===== config.mk =====
export PLATFORM = sky130hd
export DESIGN_NAME = seg7_pair_reader_flat
export DESIGN_NICKNAME = d
export VERILOG_FILES = /design/src/rtl/seg7_pkg.sv /design/src/rtl/seg7_pair_reader_if.sv /design/src/rtl/seg7_digit_decode.sv /design/src/rtl/seg7_pair_reader.sv /design/src/flat_wrapper.sv
export SDC_FILE = /design/constraint.sdc
export NUM_CORES = 1
export LEC_CHECK = 0
export ABC_AREA = 0
export CAP_MARGIN = 20
export CORE_MARGIN = 2
export CORE_UTILIZATION = 40
export CTS_CLUSTER_SIZE = 8
export DETAILED_ROUTE_END_ITERATION = 6
export GPL_ROUTABILITY_DRIVEN = 0
export GPL_TIMING_DRIVEN = 0
export PLACE_DENSITY = 0.57
export SETUP_SLACK_MARGIN = 0.02
export SLEW_MARGIN = 20
export SYNTH_ARGS = -nofsm -noshare
export SYNTH_HDL_FRONTEND = slang
export SYNTH_HIERARCHICAL = 1
export SYNTH_SLANG_ARGS = --single-unit

===== constraint.sdc =====
create_clock -name CLOCK_50 -period 2.95 [get_ports CLOCK_50]
set_input_delay 0.59 -clock CLOCK_50 [delete_from_list [all_inputs] [get_ports CLOCK_50]]
set_output_delay 0.59 -clock CLOCK_50 [all_outputs]
set_load 0.1 [all_outputs]

===== src/rtl/seg7_pkg.sv =====
// Shared seven-segment constants and reader FSM encoding.
package seg7_pkg;

  // Active-low a..g pattern, index 0 = a
  typedef logic [0:6] seg_t;

  typedef struct packed {
    seg_t tens;
    seg_t ones;
  } seg_pair_t;

  localparam seg_t SEG_0     = 7'b0000001;
  localparam seg_t SEG_1     = 7'b1001111;
  localparam seg_t SEG_2     = 7'b0010010;
  localparam seg_t SEG_3     = 7'b0000110;
  localparam seg_t SEG_4     = 7'b1001100;
  localparam seg_t SEG_5     = 7'b0100100;
  localparam seg_t SEG_6     = 7'b0100000;
  localparam seg_t SEG_7     = 7'b0001111;
  localparam seg_t SEG_8     = 7'b0000000;
  localparam seg_t SEG_9     = 7'b0000100;
  localparam seg_t SEG_BLANK = 7'b1111111;

  localparam seg_pair_t PAIR_BLANK = '{tens: SEG_BLANK, ones: SEG_BLANK};

  typedef enum logic [1:0] {
    ST_IDLE   = 2'd0,
    ST_SETTLE = 2'd1,
    ST_VALID  = 2'd2
  } state_t;

endpackage


===== src/rtl/seg7_pair_reader_if.sv =====
// Segment inputs plus valid/ready result channel of the pair reader.
interface seg7_pair_reader_if
  import seg7_pkg::*;
  ();

  seg_t        seg_tens;
  seg_t        seg_ones;
  logic        out_ready;
  logic        out_valid;
  logic [3:0]  out_value;
  logic        out_err;

  // Stimulus / consumer side
  modport master (
    output seg_tens, seg_ones, out_ready,
    input  out_valid, out_value, out_err
  );

  // Reader side
  modport slave (
    input  seg_tens, seg_ones, out_ready,
    output out_valid, out_value, out_err
  );

endinterface


===== src/rtl/seg7_digit_decode.sv =====
// Maps one active-low segment pattern back to its digit, flagging blank and illegal.
module seg7_digit_decode
  import seg7_pkg::*;
(
  input  seg_t       seg,
  output logic       is_digit,
  output logic [3:0] digit,
  output logic       is_blank
);

  // Pattern lookup; anything not in the table is neither digit nor blank
  always_comb begin
    is_digit = 1'b1;
    digit    = 4'd0;
    is_blank = 1'b0;
    case (seg)
      SEG_0:     digit = 4'd0;
      SEG_1:     digit = 4'd1;
      SEG_2:     digit = 4'd2;
      SEG_3:     digit = 4'd3;
      SEG_4:     digit = 4'd4;
      SEG_5:     digit = 4'd5;
      SEG_6:     digit = 4'd6;
      SEG_7:     digit = 4'd7;
      SEG_8:     digit = 4'd8;
      SEG_9:     digit = 4'd9;
      SEG_BLANK: begin
        is_digit = 1'b0;
        is_blank = 1'b1;
      end
      default:   is_digit = 1'b0;
    endcase
  end

endmodule


===== src/rtl/seg7_pair_reader.sv =====
// Debounces a tens/ones segment pair and reports its 0..15 value once per change.
module seg7_pair_reader
  import seg7_pkg::*;
#(
  parameter int unsigned STABLE_CYCLES = 4
) (
  input  logic              CLOCK_50,
  input  logic              rst,
  seg7_pair_reader_if.slave bus
);

  localparam int unsigned CNT_W = $clog2(STABLE_CYCLES);
  localparam logic [CNT_W-1:0] CNT_MAX = CNT_W'(STABLE_CYCLES - 1);

  seg_pair_t        din;
  seg_pair_t        samp;
  seg_pair_t        last_rep;
  seg_pair_t        rep_pat;
  logic [CNT_W-1:0] cnt;
  state_t           state;
  logic             clr_cnt_c;

  logic             t_dig, t_blank, o_dig, o_blank;
  logic [3:0]       t_digit, o_digit;
  logic             dec_err;
  logic [3:0]       dec_value;

  assign din = '{tens: bus.seg_tens, ones: bus.seg_ones};

  // Accepting a report while the display has already moved on restarts settling
  assign clr_cnt_c = (state == ST_VALID) && bus.out_ready && (samp != rep_pat);

  // Input sample register and saturating stability counter
  always_ff @(posedge CLOCK_50) begin
    if (rst) begin
      samp <= PAIR_BLANK;
      cnt  <= '0;
    end else begin
      samp <= din;
      if (din != samp || clr_cnt_c)
        cnt <= '0;
      else if (cnt != CNT_MAX)
        cnt <= cnt + CNT_W'(1);
    end
  end

  seg7_digit_decode u_dec_tens (
    .seg      (samp.tens),
    .is_digit (t_dig),
    .digit    (t_digit),
    .is_blank (t_blank)
  );

  seg7_digit_decode u_dec_ones (
    .seg      (samp.ones),
    .is_digit (o_dig),
    .digit    (o_digit),
    .is_blank (o_blank)
  );

  // Pair rules: blank+digit is 0..9, "1"+0..5 is 10..15, all else illegal
  always_comb begin
    dec_err   = 1'b1;
    dec_value = 4'd0;
    if (t_blank && o_dig) begin
      dec_err   = 1'b0;
      dec_value = o_digit;
    end else if (t_dig && (t_digit == 4'd1) && o_dig && (o_digit <= 4'd5)) begin
      dec_err   = 1'b0;
      dec_value = 4'd10 + o_digit;
    end
  end

  // Report FSM with registered handshake outputs
  always_ff @(posedge CLOCK_50) begin
    if (rst) begin
      state         <= ST_IDLE;
      bus.out_valid <= 1'b0;
      bus.out_value <= 4'd0;
      bus.out_err   <= 1'b0;
      last_rep      <= PAIR_BLANK;
      rep_pat       <= PAIR_BLANK;
    end else begin
      case (state)
        ST_IDLE: begin
          // A non-saturated counter means the sample moved since it last settled
          if (cnt != CNT_MAX)
            state <= ST_SETTLE;
        end
        ST_SETTLE: begin
          if (cnt == CNT_MAX) begin
            if (samp == last_rep || samp == PAIR_BLANK) begin
              state <= ST_IDLE;
            end else begin
              state         <= ST_VALID;
              bus.out_valid <= 1'b1;
              bus.out_value <= dec_value;
              bus.out_err   <= dec_err;
              rep_pat       <= samp;
            end
          end
        end
        ST_VALID: begin
          if (bus.out_ready) begin
            bus.out_valid <= 1'b0;
            last_rep      <= rep_pat;
            state         <= (samp != rep_pat) ? ST_SETTLE : ST_IDLE;
          end
        end
        default: state <= ST_IDLE;
      endcase
    end
  end

endmodule

===== src/flat_wrapper.sv =====
// flat-port wrapper written by rule: the top's interface ports become plain ports
module seg7_pair_reader_flat import seg7_pkg::*;
#(
  parameter int unsigned STABLE_CYCLES = 4
)
  (CLOCK_50, rst, bus_seg_tens, bus_seg_ones, bus_out_ready, bus_out_valid, bus_out_value, bus_out_err);
  seg7_pair_reader_if bus_i ();
  input  logic CLOCK_50;
  input  logic rst;
  input wire logic [$bits(bus_i.seg_tens)-1:0] bus_seg_tens;
  input wire logic [$bits(bus_i.seg_ones)-1:0] bus_seg_ones;
  input wire logic [$bits(bus_i.out_ready)-1:0] bus_out_ready;
  output wire logic [$bits(bus_i.out_valid)-1:0] bus_out_valid;
  output wire logic [$bits(bus_i.out_value)-1:0] bus_out_value;
  output wire logic [$bits(bus_i.out_err)-1:0] bus_out_err;
  assign bus_i.seg_tens = bus_seg_tens;
  assign bus_i.seg_ones = bus_seg_ones;
  assign bus_i.out_ready = bus_out_ready;
  assign bus_out_valid = bus_i.out_valid;
  assign bus_out_value = bus_i.out_value;
  assign bus_out_err = bus_i.out_err;
  seg7_pair_reader #(.STABLE_CYCLES(STABLE_CYCLES)) u_core (.CLOCK_50(CLOCK_50), .rst(rst), .bus(bus_i));
endmodule

After elaboration in Yosys (flattened, before gate mapping). Cells that the tools add are included.

Bits of input ports: 17. Output and inout port bits: 6. Word-level logic and storage cells: 85. Register bits after elaboration: 52.

Multiplexer cells: 19. Equal/unequal tests: 32. Reductions and logical operators: 19. Bitwise gates (word level): 1. Order comparisons: 1. $add $sub $neg: 2.

Operator list (count): case mux 4 bit (9 select lines) (2); equality test 7 bit, second input constant (5); equality test 7 x 3 -> 1 bit, second input constant (4); equality test 7 x 6 -> 1 bit, second input constant (4); != test 14 bit (2); OR reduction 10 bit (2); equality test 14 bit (1); equality test 14 bit, second input constant (1); equality test 7 x 1 -> 1 bit, second input constant (2); equality test 7 x 4 -> 1 bit, second input constant (2); equality test 7 x 5 -> 1 bit, second input constant (2); zero test 7 bit (2); 2-to-1 mux 1 bit (9); 2-to-1 mux 2 bit (4); 2-to-1 mux 4 bit (2); logical AND 1 bit (6); != test 2 bit, second input constant (3); case mux 2 bit (3 select lines) (1); AND reduction 3 bit (2); adder 4 bit, first input constant (1); equality test 2 bit, second input constant (2); equality test 4 x 1 -> 1 bit, second input constant (1); <= comparator 4 x 3 -> 1 bit, second input constant (1); != test 2 x 1 -> 1 bit, second input constant (2); 10 further kinds (11).

Depth between registers and ports, before layout.
Word-level depth: 8. Depth in mapped cells: 10. Depth with buffers taken out: 9.

By module. Netlist, hierarchy kept.

Modules (own cells, without submodules): seg7_pair_reader (cells each 287, area each 2517.4 um^2, instances 1, seq. area each 1041.0 um^2); seg7_digit_decode (cells each 31, area each 191.4 um^2, instances 2, seq. area each 0.0 um^2).

Worst setup path after synthesis. Ideal clock, no wire load.

Path type: flip-flop to flip-flop. Start point: register u_core/samp[5] (netlist name). End point: register u_core.bus.out_value[1]. Setup time: 0.091 ns. Setup slack: 0.504 ns. Data arrival time: 2.355 ns. Required time: 2.859 ns. Cell stages (with the launch flop): 9. Clock period less this slack: 2.446 ns. Path buffers: 0. Cells stage by stage: dfxtp_1 or3b_1 or3_1 nand3_2 nand3b_1 nand2_1 nor3_1 or4bb_1 a311oi_1.

Elaborated cells on any way between the ends: 25. Those cells by class: add/sub (1); order compare (1); eq/ne (11); mux (4); bitwise (1); reduce/logical (7).

RTL lines: start: declaration (RTL line seg7_pair_reader.sv:16) `seg_pair_t samp;`; start signal: assignment (RTL line seg7_pair_reader.sv:39) `samp <= din;`; equality test 7 x 3 -> 1 bit, or another cell as far along (RTL line seg7_digit_decode.sv:16) `case (seg)`; case mux 4 bit (9 select lines) * (RTL line seg7_digit_decode.sv:16); named net u_core.o_digit[1] (RTL line seg7_pair_reader.sv:24) `logic [3:0] t_digit, o_digit;`; <= comparator 4 x 3 -> 1 bit (RTL line seg7_pair_reader.sv:68) `end else if (t_dig && (t_digit == 4'd1) && o_dig && (o_digit <= 4'd5)) begin`; logical AND 1 bit (RTL line seg7_pair_reader.sv:68); 2-to-1 mux 4 bit (RTL line seg7_pair_reader.sv:68); 2-to-1 mux 4 bit * (RTL line seg7_pair_reader.sv:65) `if (t_blank && o_dig) begin`; end signal: assignment (RTL line seg7_pair_reader.sv:97) `bus.out_value <= dec_value;`; end: declaration (RTL line seg7_pair_reader_if.sv:22) `output out_valid, out_value, out_err`.

Mark *: on every way through the listed nets, which the timed path passes. The rest lies on a longest branch. A chain may end at the register's enable or synchronous reset.

Worst setup path after layout.
Start point: register u_core/samp[8] (netlist name). End point: register u_core.bus.out_value[0].

Longest elaborated chain between the ends: 8. Elaborated cells on any way between the ends: 27. Those cells by class: eq/ne (13); mux (5); bitwise (1); reduce/logical (8).

Ends and longest elaborated chain (RTL line): equality test 7 x 3 -> 1 bit, or another cell as far along (seg7_digit_decode.sv:16); case mux 4 bit (9 select lines) * (seg7_digit_decode.sv:16); named net u_core.t_digit[0] (seg7_pair_reader.sv:24); equality test 4 x 1 -> 1 bit * (seg7_pair_reader.sv:68); logical AND 1 bit * (3 in a row) (seg7_pair_reader.sv:68); 2-to-1 mux 4 bit * (seg7_pair_reader.sv:68); 2-to-1 mux 4 bit * (seg7_pair_reader.sv:65).

Marked as above.

==> results.py <==
metrics = {
    "outcome": {
        "status": "finished clean",
    },
    "synthesis": {
        "synth_area_mm2": 0.002890,
        "yosysWarnings": 6,
        "syn_nets": 366,
        "netlist_instances": 347,
        "syn_area_per_cell_um2": 8.329,
    },
    "floorplanning": {
        "core-area_mm2": 0.006907,
        "dieArea_mm2": 0.007922,
        "start_util_pct": 41.85,
        "rows": 30,
        "io_pins": 23,
        "die_y_um": 89.01,
        "dieWidth_um": 89.01,
    },
    "setup_path": {
        "r2r_cells": 7,
        "path_buf_inv": 0,
        "cp_slowest_cell": "nor3b_1",
        "cp_max_fo": 9,
        "path_depth": 7,
        "critPathLaunchType": "flop",
        "cp.required_ps": 3200,
        "critical_path_class": "flop to flop",
        "max_stage_delay_ps": 550,
        "arrival_ps": 2970,
        "crit_family": "simple AND/OR/NAND/NOR gates",
        "path_cells": "nand3_1, or4_4, o21ai_1, nor3b_1, a31oi_1, or4b_1, a21oi_1",
        "end_kind": "flop",
    },
    "clock_tree": {
        "cts_buffers": 5,
        "root_buffer": "clkbuf_8",
        "tritoncts": "done",
        "post-cts-setup-buffers": 0,
        "ctsHtreeMaxLevel": 2,
        "clock_path_buffers": 2,
        "clk_pin_slew_ps": 100,
        "numClockSinks": 52,
        "worstSkewPairLatency_ps": 310,
    },
    "pwr": {
        "p_int_mw": 1.057,
        "seq_power_share_pct": 51.9,
        "p_clk_share_pct": 35.6,
        "power_frac_comb_pct": 12.5,
        "p_per_area_mw_per_mm2": 423.8,
        "power.leakage_nw": 1.227,
        "switching_share_pct": 25.47,
        "ir_drop_v": 0.0001442,
        "p_sw_uw": 361.3,
    },
    "place": {
        "place_hpwl_mm": 5.229,
        "port-buffer-count": 22,
        "place_area_mm2": 0.003231,
    },
    "detailed_routing": {
        "vias": 2438,
        "ant_nets": 0,
        "dr.pass1.iters": 4,
        "wirelength_mm": 7.147,
        "wire_per_inst_um": 15.11,
        "drc": 0,
        "avgViaCountPerCell": 5.154,
        "first_iter_violations": 136,
    },
    "sta": {
        "slew_violations": 0,
        "final-setup-viol-count": 0,
        "period_needed_ps": 2722,
        "finalCritPeriodShare_pct": 92.28,
        "worst_pin_slew_ps": 967.8,
        "skew_ps": 6.929,
        "fin_hold_ws_ps": 477.5,
        "slew-limit-headroom_pct": 35.28,
        "max_freq_mhz": 367.4,
        "rsz0062_at_grt": "no",
        "finalHoldViolCount": 0,
        "setup_tns_ps": 0,
    },
    "finish": {
        "final_cell_mix": "dfxtp_1, nor2_1, nand2_1",
        "area_growth_pct": 15.80,
        "insertedDiodeCount": 0,
        "drive_gt1_share_pct": 13.53,
        "final_common_cell": "dfxtp_1",
        "fill_cells": 703,
        "final_nets": 395,
        "final_area_mm2": 0.003347,
    },
    "flow_run": {
        "maxCapViolations": 0,
    },
    "grt": {
        "grt_max_degree": 17,
        "grt_pass1_vias": 2245,
        "grt_usage_pct": 19.36,
        "antenna_found_initial": 0,
        "grt_overflow": 0,
        "grt_pass1_wl_mm": 11.57,
    },
    "hold_path": {
        "hp-class": "flop to flop",
        "whs_path_depth": 2,
    },
}
[state kept, by name, indices dropped and copies added, names as in the netlist]
name	count
u_core/state	2
u_core/samp	14
u_core/bus.out_valid	1
u_core/bus.out_err	1
u_core/bus.out_value	4
u_core/cnt	2
u_core/rep_pat	14
u_core/last_rep	14
[through the flow]
step / setup slack, ps / cells / utilization [%] / total power, mW
finish: 227.9 / 473 / 48.46 / 1.419
detailed placement: 190.2 / 465 / 46.78 / 0.9295
global route: 53.41 / 473 / 48.46 / 1.483
CTS: 172.3 / 473 / 48.39 / 1.432
floorplan: 522.4 / 347 / - / 0.8654
global placement: 237.4 / 465 / 46.78 / 0.9296
[power by group through the flow]
stage          Sequential, mW  Combinational, mW  Clock [mW]
5_1_grt                 0.740              0.194       0.549
6_report                0.736              0.178       0.504
3_5_place_dp            0.752              0.177           0
2_1_floorplan           0.747              0.119           0
4_1_cts                 0.736              0.178       0.517
3_3_place_gp            0.752              0.178           0
[per-layer routing]
layer	vias up	routed length (um)	share of wire [%]	global-route usage [%]
li1	1239	-	-	-
met1	1131	3400	48	27.46
met2	59	3223	45	30.05
met3	9	386	5.4	3.693
met4	0	136	1.9	5.563
met5	-	0	0	0
[worst min-delay path, stage by stage (launching register included)]
cell     delay, ps
dfxtp_1        320
o21ai_0         70
a21oi_1         60
[worst paths after layout]
path / startpoint / end / slack [ps]
worst max register to register: u_core/samp[8]$_SDFF_PP1_ / u_core/bus.out_value[0]$_SDFFE_PP0P_ / 230
worst max-delay path: u_core/samp[8]$_SDFF_PP1_ / u_core/bus.out_value[0]$_SDFFE_PP0P_ / 230
worst min register to register: u_core/bus.out_value[0]$_SDFFE_PP0P_ / u_core/bus.out_value[0]$_SDFFE_PP0P_ / 480
worst min-delay path: u_core/bus.out_value[0]$_SDFFE_PP0P_ / u_core/bus.out_value[0]$_SDFFE_PP0P_ / 480
[timing repair]
action | in CTS | in global routing
gates resized for setup | 0 | 1
setup endpoints to repair | 0 | 2
hold buffers | 0 | 0
[layout make-up]
cell class                 count  area, um^2  area share (%)
tap                           96       120.1           3.589
sequential                    52        1041           31.10
buffer                        28       132.6           3.963
timing repair buffer          22       220.2           6.579
multi-input combinational    265        1714           51.21
clock buffer                   6       72.57           2.168
clock inverter                 2       38.79           1.159
inverter                       2       7.507          0.2243
Note: power is estimated with default switching activity, not from simulation.
